[src/rtl/fetch_unit_pkg.sv]
// Shared constants for the instruction-fetch slice: widths, reset PC and the
// canonical NOP presented to decode when nothing is buffered.
package fetch_unit_pkg;

    localparam int XLEN_DEFAULT = 32;
    localparam int IMEM_W       = 32;

    localparam logic [XLEN_DEFAULT-1:0] RESET_PC_DEFAULT = 32'h0000_0000;
    localparam logic [IMEM_W-1:0]       INSTR_NOP        = 32'h0000_0013;

endpackage

[src/rtl/fetch_unit_if.sv]
// Fetch-stage signal bundle: instruction-memory req/gnt/rvalid bus, execute
// redirect, and the valid/ready hand-off to decode.
interface fetch_unit_if #(
    parameter int XLEN = fetch_unit_pkg::XLEN_DEFAULT
);
    logic                              o_imem_req;
    logic [XLEN-1:0]                   o_imem_addr;
    logic                              i_imem_gnt;
    logic                              i_imem_rvalid;
    logic [fetch_unit_pkg::IMEM_W-1:0] i_imem_rdata;
    logic                              i_redirect;
    logic [XLEN-1:0]                   i_redirect_pc;
    logic                              o_if_valid;
    logic [XLEN-1:0]                   o_if_pc;
    logic [fetch_unit_pkg::IMEM_W-1:0] o_if_instr;
    logic                              i_id_ready;

    modport master (
        output o_imem_req, o_imem_addr, o_if_valid, o_if_pc, o_if_instr,
        input  i_imem_gnt, i_imem_rvalid, i_imem_rdata,
        input  i_redirect, i_redirect_pc, i_id_ready
    );

    modport slave (
        input  o_imem_req, o_imem_addr, o_if_valid, o_if_pc, o_if_instr,
        output i_imem_gnt, i_imem_rvalid, i_imem_rdata,
        output i_redirect, i_redirect_pc, i_id_ready
    );

endinterface

[src/rtl/fetch_unit_sync_fifo.sv]
// Synchronous FIFO with single-cycle flush and occupancy count; the head entry
// is read combinationally so the consumer sees it in the cycle it becomes valid.
module fetch_unit_sync_fifo #(
    parameter int WIDTH = 64,
    parameter int DEPTH = 4
) (
    input  logic                   i_clk,
    input  logic                   i_rst,
    input  logic                   i_flush,
    input  logic                   i_push,
    input  logic [WIDTH-1:0]       i_push_data,
    input  logic                   i_pop,
    output logic [WIDTH-1:0]       o_head,
    output logic [$clog2(DEPTH):0] o_count
);

    localparam int AW = $clog2(DEPTH);

    logic [WIDTH-1:0] mem [DEPTH];
    logic [AW-1:0]    wr_ptr;
    logic [AW-1:0]    rd_ptr;
    logic [AW:0]      count;
    logic             do_push;
    logic             do_pop;

    // A pop frees the slot a same-cycle push lands in, so push-while-full is legal.
    assign do_pop  = i_pop && (count != '0);
    assign do_push = i_push && ((count != (AW+1)'(DEPTH)) || do_pop);

    always_ff @(posedge i_clk) begin
        if (i_rst || i_flush) begin
            wr_ptr <= '0;
            rd_ptr <= '0;
            count  <= '0;
        end else begin
            if (do_push) wr_ptr <= wr_ptr + 1'b1;
            if (do_pop)  rd_ptr <= rd_ptr + 1'b1;
            case ({do_push, do_pop})
                2'b10:   count <= count + 1'b1;
                2'b01:   count <= count - 1'b1;
                default: count <= count;
            endcase
        end
    end

    // NOTE: the storage array has no reset; the count alone decides which entries are live.
    always_ff @(posedge i_clk) begin
        if (do_push && !i_flush) mem[wr_ptr] <= i_push_data;
    end

    assign o_head  = mem[rd_ptr];
    assign o_count = count;

endmodule

[src/rtl/fetch_unit.sv]
// Instruction-fetch stage: owns the PC, issues credit-limited word fetches,
// buffers responses for decode and drains stale responses after a redirect.
module fetch_unit
    import fetch_unit_pkg::*;
#(
    parameter int              XLEN            = XLEN_DEFAULT,
    parameter logic [XLEN-1:0] RESET_PC        = XLEN'(RESET_PC_DEFAULT),
    parameter int              FIFO_DEPTH      = 4,
    parameter int              MAX_OUTSTANDING = 2
) (
    input logic          i_clk,
    input logic          i_rst,
    fetch_unit_if.master bus
);

    localparam int OW = $clog2(MAX_OUTSTANDING + 1);
    localparam int CW = $clog2(FIFO_DEPTH) + 1;
    localparam int SW = ((OW > CW) ? OW : CW) + 1;
    localparam int EW = XLEN + IMEM_W;

    logic [XLEN-1:0] fetch_pc;
    logic [XLEN-1:0] resp_pc;
    logic [OW-1:0]   outstanding;
    logic [OW-1:0]   discard;
    logic [CW-1:0]   fifo_count;
    logic [EW-1:0]   fifo_head;
    logic [XLEN-1:0] redirect_target;
    logic            credit_ok;
    logic            accept;
    logic            rsp_live;
    logic            fifo_valid;
    logic            push;
    logic            pop;

    // Word-align the target by clearing the two low bits.
    assign redirect_target = bus.i_redirect_pc & ~XLEN'(3);

    // A response with nothing in flight cannot belong to us (e.g. left over from before reset).
    assign rsp_live = bus.i_imem_rvalid && (outstanding != '0);

    // Counting in-flight requests against buffer space means every response has a slot waiting.
    assign credit_ok = (outstanding < OW'(MAX_OUTSTANDING)) &&
                       ((SW'(outstanding) + SW'(fifo_count)) < SW'(FIFO_DEPTH));

    assign bus.o_imem_req  = !i_rst && !bus.i_redirect && credit_ok;
    assign bus.o_imem_addr = fetch_pc;
    assign accept          = bus.o_imem_req && bus.i_imem_gnt;

    assign fifo_valid     = (fifo_count != '0);
    assign bus.o_if_valid = fifo_valid && !bus.i_redirect && !i_rst;
    assign bus.o_if_pc    = fifo_head[EW-1:IMEM_W];
    assign bus.o_if_instr = fifo_valid ? fifo_head[IMEM_W-1:0] : INSTR_NOP;

    assign push = rsp_live && (discard == '0) && !bus.i_redirect;
    assign pop  = bus.o_if_valid && bus.i_id_ready;

    fetch_unit_sync_fifo #(
        .WIDTH (EW),
        .DEPTH (FIFO_DEPTH)
    ) u_fifo (
        .i_clk       (i_clk),
        .i_rst       (i_rst),
        .i_flush     (bus.i_redirect),
        .i_push      (push),
        .i_push_data ({resp_pc, bus.i_imem_rdata}),
        .i_pop       (pop),
        .o_head      (fifo_head),
        .o_count     (fifo_count)
    );

    // NOTE: state registers use non-blocking assignments so every term reads pre-edge values.
    always_ff @(posedge i_clk) begin
        if (i_rst) begin
            fetch_pc    <= RESET_PC;
            resp_pc     <= RESET_PC;
            outstanding <= '0;
            discard     <= '0;
        end else if (bus.i_redirect) begin
            fetch_pc    <= redirect_target;
            resp_pc     <= redirect_target;
            outstanding <= outstanding - OW'(rsp_live);
            // Everything still in flight belongs to an abandoned stream, whether or not
            // an earlier redirect had already marked it, so the drain count is exact.
            discard     <= outstanding - OW'(rsp_live);
        end else begin
            if (accept) fetch_pc <= fetch_pc + XLEN'(4);
            outstanding <= outstanding + OW'(accept) - OW'(rsp_live);
            if (rsp_live) begin
                if (discard != '0) discard <= discard - 1'b1;
                else               resp_pc <= resp_pc + XLEN'(4);
            end
        end
    end

endmodule
[src/flat_wrapper.sv]
// flat-port wrapper written by rule: the top's interface ports become plain ports
module fetch_unit_flat import fetch_unit_pkg::*;
#(
    parameter int              XLEN            = XLEN_DEFAULT,
    parameter logic [XLEN-1:0] RESET_PC        = XLEN'(RESET_PC_DEFAULT),
    parameter int              FIFO_DEPTH      = 4,
    parameter int              MAX_OUTSTANDING = 2
)
  (i_clk, i_rst, bus_o_imem_req, bus_o_imem_addr, bus_o_if_valid, bus_o_if_pc, bus_o_if_instr, bus_i_imem_gnt, bus_i_imem_rvalid, bus_i_imem_rdata, bus_i_redirect, bus_i_redirect_pc, bus_i_id_ready);
  fetch_unit_if #(.XLEN(XLEN)) bus_i ();
  input logic i_clk;
  input logic i_rst;
  output wire logic [$bits(bus_i.o_imem_req)-1:0] bus_o_imem_req;
  output wire logic [$bits(bus_i.o_imem_addr)-1:0] bus_o_imem_addr;
  output wire logic [$bits(bus_i.o_if_valid)-1:0] bus_o_if_valid;
  output wire logic [$bits(bus_i.o_if_pc)-1:0] bus_o_if_pc;
  output wire logic [$bits(bus_i.o_if_instr)-1:0] bus_o_if_instr;
  input wire logic [$bits(bus_i.i_imem_gnt)-1:0] bus_i_imem_gnt;
  input wire logic [$bits(bus_i.i_imem_rvalid)-1:0] bus_i_imem_rvalid;
  input wire logic [$bits(bus_i.i_imem_rdata)-1:0] bus_i_imem_rdata;
  input wire logic [$bits(bus_i.i_redirect)-1:0] bus_i_redirect;
  input wire logic [$bits(bus_i.i_redirect_pc)-1:0] bus_i_redirect_pc;
  input wire logic [$bits(bus_i.i_id_ready)-1:0] bus_i_id_ready;
  assign bus_o_imem_req = bus_i.o_imem_req;
  assign bus_o_imem_addr = bus_i.o_imem_addr;
  assign bus_o_if_valid = bus_i.o_if_valid;
  assign bus_o_if_pc = bus_i.o_if_pc;
  assign bus_o_if_instr = bus_i.o_if_instr;
  assign bus_i.i_imem_gnt = bus_i_imem_gnt;
  assign bus_i.i_imem_rvalid = bus_i_imem_rvalid;
  assign bus_i.i_imem_rdata = bus_i_imem_rdata;
  assign bus_i.i_redirect = bus_i_redirect;
  assign bus_i.i_redirect_pc = bus_i_redirect_pc;
  assign bus_i.i_id_ready = bus_i_id_ready;
  fetch_unit #(.XLEN(XLEN), .RESET_PC(RESET_PC), .FIFO_DEPTH(FIFO_DEPTH), .MAX_OUTSTANDING(MAX_OUTSTANDING)) u_core (.i_clk(i_clk), .i_rst(i_rst), .bus(bus_i));
endmodule
[config.mk]
export PLATFORM = sky130hd
export DESIGN_NAME = fetch_unit_flat
export DESIGN_NICKNAME = d
export VERILOG_FILES = /design/src/rtl/fetch_unit_pkg.sv /design/src/rtl/fetch_unit_if.sv /design/src/rtl/fetch_unit_sync_fifo.sv /design/src/rtl/fetch_unit.sv /design/src/flat_wrapper.sv
export SDC_FILE = /design/constraint.sdc
export NUM_CORES = 1
export LEC_CHECK = 0
export CORE_MARGIN = 4
export CORE_UTILIZATION = 44
export DETAILED_ROUTE_END_ITERATION = 10
export PLACE_DENSITY = 0.62
export SLEW_MARGIN = 5
export SYNTH_ARGS = -nofsm -noshare
export SYNTH_HDL_FRONTEND = slang
export SYNTH_SLANG_ARGS = --single-unit
[constraint.sdc]
create_clock -name i_clk -period 5.1 [get_ports i_clk]
set_clock_uncertainty 0.15 [all_clocks]
set_input_delay 1.02 -clock i_clk [delete_from_list [all_inputs] [get_ports i_clk]]
set_output_delay 1.02 -clock i_clk [all_outputs]
set_load 0.01 [all_outputs]
; ---- After elaboration in Yosys (flattened, before gate mapping)
; Memories as Yosys holds them, arrays and structs flattened. A register that Yosys moved wholly into a read port is not among the register bits.
; Cells that the tools add are included.
[totals]
reg_bits = 75
latchBits = 0
ram_bits = 256
romBits = 0
in_bits = 70
out_inout_bits = 98
elab_cells = 72
memories = 1
[classes]
add_sub_neg = 11
mul = 0
div_mod_pow = 0
magnitude_cmp = 2
eq_ne = 4
shift = 0
n_mux = 15
n_bitwise = 1
reduce_logical = 29
[mem_list]
columns = memory, words, word_bits, rd, rd_ports_with_merged_regs, wr, line_no
row1 = u_core.u_fifo.mem, 4, 64, 1, 1, 1, fetch_unit_sync_fifo.sv:19  ; logic [WIDTH-1:0] mem [DEPTH];
[ops]
columns = operator, n
row1 = $mux W32, 6
row2 = $add A32 B3 Y32 const B, 2
row3 = $logic_and A1 B1 Y1, 13
row4 = $mux W2, 6
row5 = $reduce_bool A2 Y1, 6
row6 = $pmux W3 S2, 1
row7 = $reduce_and A2 Y1, 3
row8 = $add A2 B1 Y2 const B, 2
row9 = $add A2 B3 Y4, 1
row10 = $lt A4 B3 Y1 const B, 1
row11 = $sub A2 B1 Y2, 2
row12 = $add A3 B1 Y3 const B, 1
row13 = $ne A3 B3 Y1 const B, 1
row14 = $reduce_bool A3 Y1, 1
row15 = $sub A3 B1 Y3 const B, 1
row16 = $add A2 B1 Y2, 1
row17 = $eq A2 B1 Y1 const B, 1
row18 = $eq A2 B2 Y1 const B, 1
row19 = $logic_not A1 Y1, 2
row20 = $logic_not A2 Y1, 1
row21 = $logic_or A1 B1 Y1, 2
row22 = $lt A2 B2 Y1 const B, 1
row23 = $mux W1, 2
row24 = $ne A2 B2 Y1 const B, 1
row25 = 3 further kinds, 3

; ---- Logic depth before layout (Yosys ltp)
; Gate-level depths: netlist of the first run.
[depth]
ltp_word = 10
mapped_depth = 10
depth_no_buf = 10

; ---- Cells and area by module
; From an unflattened synthesis of the first run, not the netlist that was laid out.
[unflattened]
hier_cells = 943
hier_area_um2 = 14049.7
[modules_own_cells]
columns = mod, instances, cells_each, area_each_um2, seq_area_each_um2
row1 = fetch_unit_sync_fifo, 1, 400, 9829.4, 7867.5
row2 = fetch_unit, 1, 543, 4220.3, 1281.2

; ---- Worst setup path after synthesis of the first run
; Ideal clock, no wire load.
[synth_path]
kind = input to register
from = input bus_i_imem_rvalid
to = memory u_core.u_fifo.mem[0][0], enable pin
arrival_ns = 3.380
t_required_ns = 4.524
slack_ns = 1.143
stages = 3
n_path_buf = 0
cell_sequence = o211ai_1 > a311oi_1 > and2_1
[synth_via]
elab_chain_cells = 7
[synth_lines]
columns = element, line_no
row1 = "start, declared", flat_wrapper.sv:19  ; input wire logic [$bits(bus_i.i_imem_rvalid)-1:0] bus_i_imem_rvalid;
row2 = $logic_and A1 B1 Y1, fetch_unit.sv:39  ; assign rsp_live = bus.i_imem_rvalid && (outstanding != '0);
row3 = $logic_and A1 B1 Y1 (2 in series), fetch_unit.sv:54  ; assign push = rsp_live && (discard == '0) && !bus.i_redirect;
row4 = $logic_and A1 B1 Y1, fetch_unit_sync_fifo.sv:28  ; assign do_push = i_push && ((count != (AW+1)'(DEPTH)) || do_pop);
row5 = $logic_and A1 B1 Y1, fetch_unit_sync_fifo.sv:48  ; if (do_push && !i_flush) mem[wr_ptr] <= i_push_data;
row6 = $mux W1, fetch_unit_sync_fifo.sv:48
row7 = $mux W1 (not written as such), fetch_unit_sync_fifo.sv:48
row8 = "end, declared", fetch_unit_sync_fifo.sv:19
; No other way between the ends.

; ---- Worst setup path after layout of the first run
[layout_path]
from = input i_rst
to = output bus_o_imem_req
[layout_via]
elab_chain_cells = 3
[layout_lines]
columns = element, line_no
row1 = "start, declared", flat_wrapper.sv:12  ; input logic i_rst;
row2 = $logic_not A1 Y1, fetch_unit.sv:45  ; assign bus.o_imem_req = !i_rst && !bus.i_redirect && credit_ok;
row3 = $logic_and A1 B1 Y1 (2 in series), fetch_unit.sv:45
row4 = "end, declared", flat_wrapper.sv:13  ; output wire logic [$bits(bus_i.o_imem_req)-1:0] bus_o_imem_req;
; No other way between the ends.

==> results of run 1 <==
## cell type report
type | count | area, um2
fill | 2421 | 13200
sequential | 321 | 8910
multi-input combinational | 469 | 4020
timing repair buffer | 177 | 1790
clock buffer | 43 | 926
tap | 390 | 488
clock inverter | 19 | 216
inverter | 23 | 86.3
## worst register-to-register path: stages (launching register included)
cell	delay (ps)
dfxtp_1	450
ha_1	280
a311o_1	430
or2_1	500
inv_2	440
nand4_1	230
or3_1	380
a31oi_1	160
## worst paths after layout
| kind | depth (start not counted) | slack [ps] | start | to |
|---|---|---|---|---|
| setup / recovery | 6 | 900 | i_rst | bus_o_imem_req |
| hold / removal | 2 | 380 | u_core.u_fifo.rd_ptr[1] | register |
| setup reg to reg | 7 | 2010 | u_core.outstanding[1] | u_core.bus.o_imem_addr[24] |
| hold reg to reg | 2 | 380 | u_core.u_fifo.rd_ptr[1] | register |
## cell usage after synthesis (11+ instances only)
| cell type | number |
|---|---|
| and2_1 | 36 |
| clkbuf_1 | 32 |
| edfxtp_1 | 248 |
| a31oi_1 | 12 |
| a21boi_0 | 23 |
| mux4_2 | 62 |
| nor2_1 | 39 |
| nand2_1 | 45 |
| xnor2_1 | 29 |
| nand3_1 | 21 |
| nor3_1 | 18 |
| xor2_1 | 15 |
| a21oi_1 | 21 |
| nor4_1 | 14 |
| nand4_1 | 23 |
| o21a_1 | 18 |
| inv_1 | 22 |
| o21ai_0 | 11 |
| dfxtp_1 | 73 |
## flip-flops by register name, indices dropped and copies added, names as in the netlist, named ones only
| signal | count |
|---|---|
| u_core.resp_pc | 30 |
| u_core.u_fifo.o_count | 3 |
| u_core.u_fifo.wr_ptr | 2 |
| u_core.outstanding | 2 |
| u_core.u_fifo.mem | 248 |
| u_core.u_fifo.rd_ptr | 2 |
| u_core.bus.o_imem_addr | 30 |
| u_core.discard | 2 |
## per-layer routing
layer	track usage	vias up	wire length [um]
li1	-	3652	-
met3	0.0383	40	1880
met1	0.254	3830	13200
met2	0.267	248	13100
met4	0.0450	0	620
met5	0	-	0
## logic make-up after synthesis
family,Yosys count,synth area share
flops,321,0.675
mux,69,0.112
simple gates,226,0.0904
fa+ha+maj,11,0.0110
other cells,1,0.000284
buf+inv,70,0.0222
compound gates,115,0.0602
xor+xnor,44,0.0292
## power by group
group          internal, mW  switching, mW  total, mW  leakage (nW)
Combinational         0.198          0.181      0.379          1.80
Sequential             2.89         0.0721       2.96          2.86
Clock                  1.54          0.964       2.50         0.565
==> out/results.txt, run 1 <==
status: complete, no violations
sequential-to-total area share from yosys stat: 0.675
post-place setup slack: 883 ps
setup tns final: 0 ps
CP Max Fanout: 14
vias in the first global route: 7,932
Util after Layout: 0.555
CTS tree: done
Synth top area share: 0.564
Worst-Skew Late Latency: 500 ps
dpl hpwl: 18,700 um
layout net count: 1,108
synth top area cells: edfxtp_1, dfxtp_1, mux4_2
worst hold slack: 376 ps
synthesized area per cell: 15.4 um2
Design Area, Final: 16,400 um2
final setup margin: 901 ps
most frequent cell on the critical path: clkdlybuf4s50_1
DR WL/cell: 20.0 um
Final Power: 5.84 mW
initial DRC count: 442
DP Area: 15,300 um2
Main synth FF type: edfxtp_1
Post-Syn Area: 13,200 um2
initial antenna violation count: 1
synth warn: 0
CTS resizes: 0
total gr overflow: 0
H-tree Lvls: 2
commonest non-fill, non-tap cell in the layout: edfxtp_1
vias post-DR: 7,770
worst path bufs/invs: 4
initial core utilization: 0.445
final std cells w/o fill: 1,442
CTS Sinks: 321
first-pass GRT wire length: 45,300 um
Port Buffer Count: 161
number of placed I/O pins: 168
Critical Path Source Type: input port
pins over their slew limit: 0
proportion of layout cells with a drive suffix above 1: 0.143
Lkg Pwr: 5.23 nW
pwr/cell area: 355 nW/um2
row count: 63
largest area contributor in the netlist: edfxtp_1
CP delay by family, top: buffers and inverters
die width: 181 um
via/cell ratio: 5.39
max cap viols: 0
unrepaired setup endpoints after global routing: false
post-cts hold buffer count: 0
Post-synth EDFFs: 248
fin crit period: 4200 ps
CTS Buf Count: 35
Layout area overhead: 24.6%
Worst setup EP type: output pin
residual DRC count: 0
Hold Crit Class: reg -> reg
Max VDD drop: 0.179 mV
1st-pass router iterations: 5
Worst-Margin Slew: 1100 ps
WP data arrival: 3030 ps
count of unique library cells instantiated by Yosys: 54
core area: 29,600 um2
Die ar.: 32,800 um2
clk buf depth: 3
post-route ant nets: 0
Reg clk slew, reported paths: 50 ps
largest net degree at the start of global routing: 76
kind of critical path: in -> out
Cells after Synth: 857
Slowest-stage cell, CP: clkdlybuf4s50_1
setup bufs post-CTS: 0
most frequent cells in the layout: edfxtp_1, clkdlybuf4s50_1, dfxtp_1
FFs w/ async S/R, synth: 0
placed insts: 1,380
max_slew headroom: 0.261
Die Height: 181 um
final hold vios: 0
final cycle utilization of the critical path: 0.823
Post-Route WL: 28,800 um
# setup viols final: 0
crit-path cells: clkdlybuf4s50_1 -> inv_1 -> buf_4 -> nand2_1 -> nor3_1 -> clkdlybuf4s50_1
synthesized flop and latch total: 321
Worst EP required: 3930 ps
crit-path max cell delay: 590 ps
ant diodes: 0
gr usage total: 0.174
FMAX: 238 MHz
Final GP Congestion: 0.843
root buffer cell: clkbuf_16
Power figures use the tool's default switching activity.
==> inputs of run 2 (changes only) <==
Settings changed: PLACE_DENSITY 0.62 to 0.64.
Clock period 5.1 ns to 3.6 ns, I/O delays scaled along.
==> run 2 against run 1 <==
  * Clock-buffer cell count is 5 lower
  * Critical path type is now reg -> out
  * Register-to-register slack worse by 1000 ps
  * Critical path depth decreased by 2
==> out/results.txt, run 2 (synthesis results as in run 1) <==
Largest register FFs: 248
Hold Crit Class: reg -> reg
gr usage total: 0.171
Worst-Skew Late Latency: 540 ps
fin crit period: 3430 ps
CTS tree: done
post-route ant nets: 0
max cap viols: 0
Reg clk slew, reported paths: 60 ps
dpl hpwl: 18,900 um
die width: 181 um
DR WL/cell: 19.6 um
ant diodes: 0
final setup margin: 170 ps
clk buf depth: 3
post-cts hold buffer count: 0
post-place setup slack: 247 ps
Worst-Margin Slew: 775 ps
unrepaired setup endpoints after global routing: false
FMAX: 292 MHz
initial antenna violation count: 0
CTS resizes: 0
CTS Sinks: 321
Layout area overhead: 25.4%
CTS Buf Count: 31
largest reg by FF count: u_core.u_fifo.mem
via/cell ratio: 5.37
commonest non-fill, non-tap cell in the layout: edfxtp_1
Die Height: 181 um
Util after Layout: 0.558
total gr overflow: 0
number of placed I/O pins: 168
Slowest-stage cell, CP: dfxtp_2
status: complete, no violations
placed insts: 1,399
Final Power: 7.82 mW
Worst setup EP type: output pin
final std cells w/o fill: 1,467
H-tree Lvls: 1
vias in the first global route: 7,980
max_slew headroom: 0.479
pwr/cell area: 473 nW/um2
Post-Route WL: 28,700 um
Critical Path Source Type: register
kind of critical path: reg -> out
1st-pass router iterations: 4
core area: 29,600 um2
initial DRC count: 476
crit-path max cell delay: 750 ps
largest net degree at the start of global routing: 76
first-pass GRT wire length: 45,200 um
Die ar.: 32,800 um2
final cycle utilization of the critical path: 0.953
setup tns final: 0 ps
most frequent cells in the layout: edfxtp_1, clkdlybuf4s50_1, dfxtp_1
root buffer cell: clkbuf_16
initial core utilization: 0.445
Max VDD drop: 0.360 mV
Lkg Pwr: 5.30 nW
layout net count: 1,135
setup bufs post-CTS: 0
row count: 63
Worst EP required: 2730 ps
final hold vios: 0
WP data arrival: 2560 ps
vias post-DR: 7,875
Port Buffer Count: 161
crit-path cells: buf_4 -> mux4_2 -> and2_1 -> clkdlybuf4s50_1
proportion of layout cells with a drive suffix above 1: 0.164
residual DRC count: 0
CP Max Fanout: 21
Final GP Congestion: 0.846
# setup viols final: 0
pins over their slew limit: 0
-- run 2: cell types whose count changed in the layout (fill, tap and decap cells not counted) --
| cell | previous run | this run |
|---|---|---|
| clkinvlp_2 | 0 | 2 |
| bufinv_16 | 5 | 2 |
| nor4_2 | 1 | 0 |
| clkinvlp_4 | 0 | 3 |
| buf_12 | 5 | 9 |
| clkinv_1 | 6 | 4 |
| buf_4 | 11 | 38 |
| clkbuf_1 | 6 | 5 |
| clkbuf_16 | 35 | 31 |
| nor4_1 | 13 | 14 |
| clkinv_2 | 7 | 6 |
-- run 2: where the power goes --
part	internal, mW	switching (mW)	leakage [nW]
combinational	0.292	0.263	1.98
clock	1.76	1.32	0.465
sequential	4.09	0.0975	2.86
total	6.14	1.68	5.30
-- run 2: path summary, 6_finish.rpt --
| kind | startpoint | endpoint | slack [ps] | cells after the start |
|---|---|---|---|---|
| worst min register to register | u_core.resp_pc[31] | u_core.u_fifo.mem[2][63] | 380 | 0 |
| worst min-delay path | u_core.resp_pc[31] | u_core.u_fifo.mem[2][63] | 380 | 0 |
| worst max-delay path | register | bus_o_if_instr[5] | 170 | 4 |
| worst max register to register | u_core.u_fifo.o_count[1] | u_core.bus.o_imem_addr[24] | 990 | 7 |
-- run 2: final cells by class --
class,count,area [um2]
well taps,390,488
fillers,2444,13100
clock inverters,18,146
inverters,23,86.3
clock buffers,38,822
flip-flops and latches,321,8910
repair buffers,208,2080
multi-input cells,469,4010
-- run 2: metrics by stage --
stage	hold WS (ps)	cell area, um2
6_report	382	16500
3_5_place_dp	361	15500
4_1_cts	374	16500
5_1_grt	396	16500
3_3_place_gp	355	15500
2_1_floorplan	331	13200
-- run 2: critical path: cells and delay by family, from the launching register on --
family / cells / cell delay (ps)
DFF: 1 / 750
buffers and inverters: 2 / 780
muxes: 1 / 310
and+or+nand+nor: 1 / 170
-- run 2: per-layer routing --
layer | up-vias | wire, um | track usage
met3 | 25 | 2040 | 0.0385
met5 | - | 0 | 0
met1 | 3883 | 13200 | 0.249
met2 | 254 | 13100 | 0.268
met4 | 0 | 354 | 0.0321
li1 | 3713 | - | -
==> inputs of run 3 (changes only) <==
Settings changed: SLEW_MARGIN 5 to unset.
==> results of run 3 <==
Final layout, timing and power as in run 2 (identical DEF).
==> patch (settings of run 3) <==
Change the package constant `IMEM_W` from 32 to 64.
--- a/src/rtl/fetch_unit_pkg.sv
+++ b/src/rtl/fetch_unit_pkg.sv
@@ -4,5 +4,5 @@
 
     localparam int XLEN_DEFAULT = 32;
-    localparam int IMEM_W       = 32;
+    localparam int IMEM_W       = 64;
 
     localparam logic [XLEN_DEFAULT-1:0] RESET_PC_DEFAULT = 32'h0000_0000;
Ports: changed (resized bus_i_imem_rdata and bus_o_if_instr); port bits go from 168 to 232. No check against the original RTL was run, so the function may have changed too.
==> patch against run 3 <==
  * Worst hold slack lost 20 ps
  * Non-clock buffer count is 57 higher
  * Area after synthesis up 38%
  * Sequential cell count rose by 128
  * Total power up 41%
  * Largest power group unchanged
  * Sequential share of layout area is 2.1 points higher
  * Utilization hardly changed
  * Design area increased by 38%
  * Synthesized cell count grew 25%
  * Via count increased by 30%
  * Routed wire length grew 36%
  * Largest cell class unchanged
  * Worst setup slack worse by 14 ps
  * First-iteration DRC count increased by 51%
  * Clock power grew 44%
==> patch: results (changes against run 3) <==
| Metric | Value |
|---|---|
| Status | finished, final reports clean |
| Worst vdd ir | 301.0 µV (-16%) |
| Plain + repair buffers | 265 (+27%) |
| Flop pwr share | 53.3% (-0.2 points) |
| Seq Cell Count | 449 (+40%) |
| Multiplexer area fraction after synthesis | 12.02% (+0.85 points) |
| Largest net degree at the start of global routing | 63 (-17%) |
| Critical path's largest stage delay | 550 ps (-200 ps) |
| Slowest cell on crit path | clkdlybuf4s50_1 |
| Gr usage total | 17.37% (+0.31 points) |
| Wire length on met2 | 18.34 mm (+40%) |
| Met2 Resource Use GR | 27.49% (+0.69 points) |
| Hold EP | u_core.u_fifo.wr_ptr[1]$_SDFFE_PP0N_ |
| Met1 usage | 25.52% (+0.63 points) |
| WHS Path Cells | 2 (+2) |
| Sequential-to-total area share from yosys stat | 70.24% (+2.7 points) |
| Synth Area in Compound Gates | 4.204% (-1.8 points) |
| Router iterations before antenna repair | 5 (+1) |
| Non-clock buffer share | 12.39% (-0.16 points) |
| Post-synth EDFFs | 376 (+52%) |
| Layout clock area frac | 6.135% (+0.28 points) |
| Area of the die | 44580 µm² (+36%) |
| Comb pwr | 0.705 mW (+27%) |
| Met3 routed wirelength | 2.741 mm (+35%) |
| Hold Path Origin | u_core.u_fifo.wr_ptr[1]$_SDFFE_PP0N_ |
| Worst Path Arrival | 2570 ps (about the same) |
| Number of flip-flops in the largest register | 376 (+52%) |
| Xor-xnor portion of the synthesized cell area | 2.123% (-0.80 points) |
| First-pass GRT wire length | 60.97 mm (+35%) |
| Initial antenna violation count | 1 (+1) |
| Routability cong. | 0.8185 (-3.2%) |
| Final #Nets | 1436 (+27%) |
| Synth top area cells | edfxtp_1 (62%), mux4_2 (12%), dfxtp_1 (8.0%), and2_1 (2.3%), xnor2_1 (1.3%) |
| Net Sw Frac | 20.82% (-0.68 points) |
| #MultiIn Comb | 532 (+13%) |
| Placed cells | 1807 (+29%) |
| Post-detail-place hpwl | 25.23 mm (+33%) |
| Area used by multi-input combinational logic | 5022 µm² (+25%) |
| Num CTS Buffers | 46 (+48%) |
| R2R Path End | u_core.bus.o_imem_addr[17]$_SDFFE_PP0P_ |
| Synth Area in Adders | 0.7994% (-0.30 points) |
| Placed inst area | 21380 µm² (+38%) |
| Netlist cell types | 62 (+15%) |
| Pwr Density | 482.4 nW/µm² (+2.1%) |
| Fin crit share | 95.67% (+0.38 points) |
| Hold WS | 362.4 ps (-19.61 ps) |
| N_diodes | 2 (+2) |
| Htree depth | 2 (+1) |
| Final wirelength | 39.05 mm (+36%) |
| Sequential share of cell area | 56.01% (+2.1 points) |
| Port Buffers | 225 (+40%) |
| Worst R2R Path Depth | 8 (+1) |
| Layout cells sized above 1 | 16.90% (+0.47 points) |
| Per-cell routed wire length | 20.67 µm (+5.7%) |
| Clock Buffer Count | 63 (+66%) |
| Worst reg-to-reg setup slack | 940 ps (-50 ps) |
| Crit-path max FO | 5 (-76%) |
| Rel. slew slack | 48.17% (+0.26 points) |
patch: cell count changes in the layout (fill, tap and decap cells not counted), sizes merged, moves of 8 or more:
cell and delta:
a21oi +8, and2 +32, clkbuf +25, clkdlybuf4s50 +63, edfxtp +128, mux4 +32
nand2 -8, o21a -13
patch: worst register-to-register path: stages (launching register included):
cell	delay, ps
dfxtp_1	450
ha_1	280
a311oi_1	490
nand3_1	200
inv_2	270
buf_4	240
nand3_1	100
mux2_2	280
a21oi_1	140
patch: how the worst max path moves through the flow:
stage                                                start                           endpoint  cells after the start
after floorplan                             bus_i_redirect  u_core.u_fifo.mem[0][0]$_DFFE_PP_                      4
after global placement                      bus_i_redirect                     bus_o_if_valid                      4
after detailed placement                    bus_i_redirect                     bus_o_if_valid                      4
after CTS                                             flop                  bus_o_if_instr[3]                      4
after global routing                                  flop                  bus_o_if_instr[6]                      4
final                     u_core.outstanding[1]$_SDFF_PP0_                     bus_o_imem_req                      4
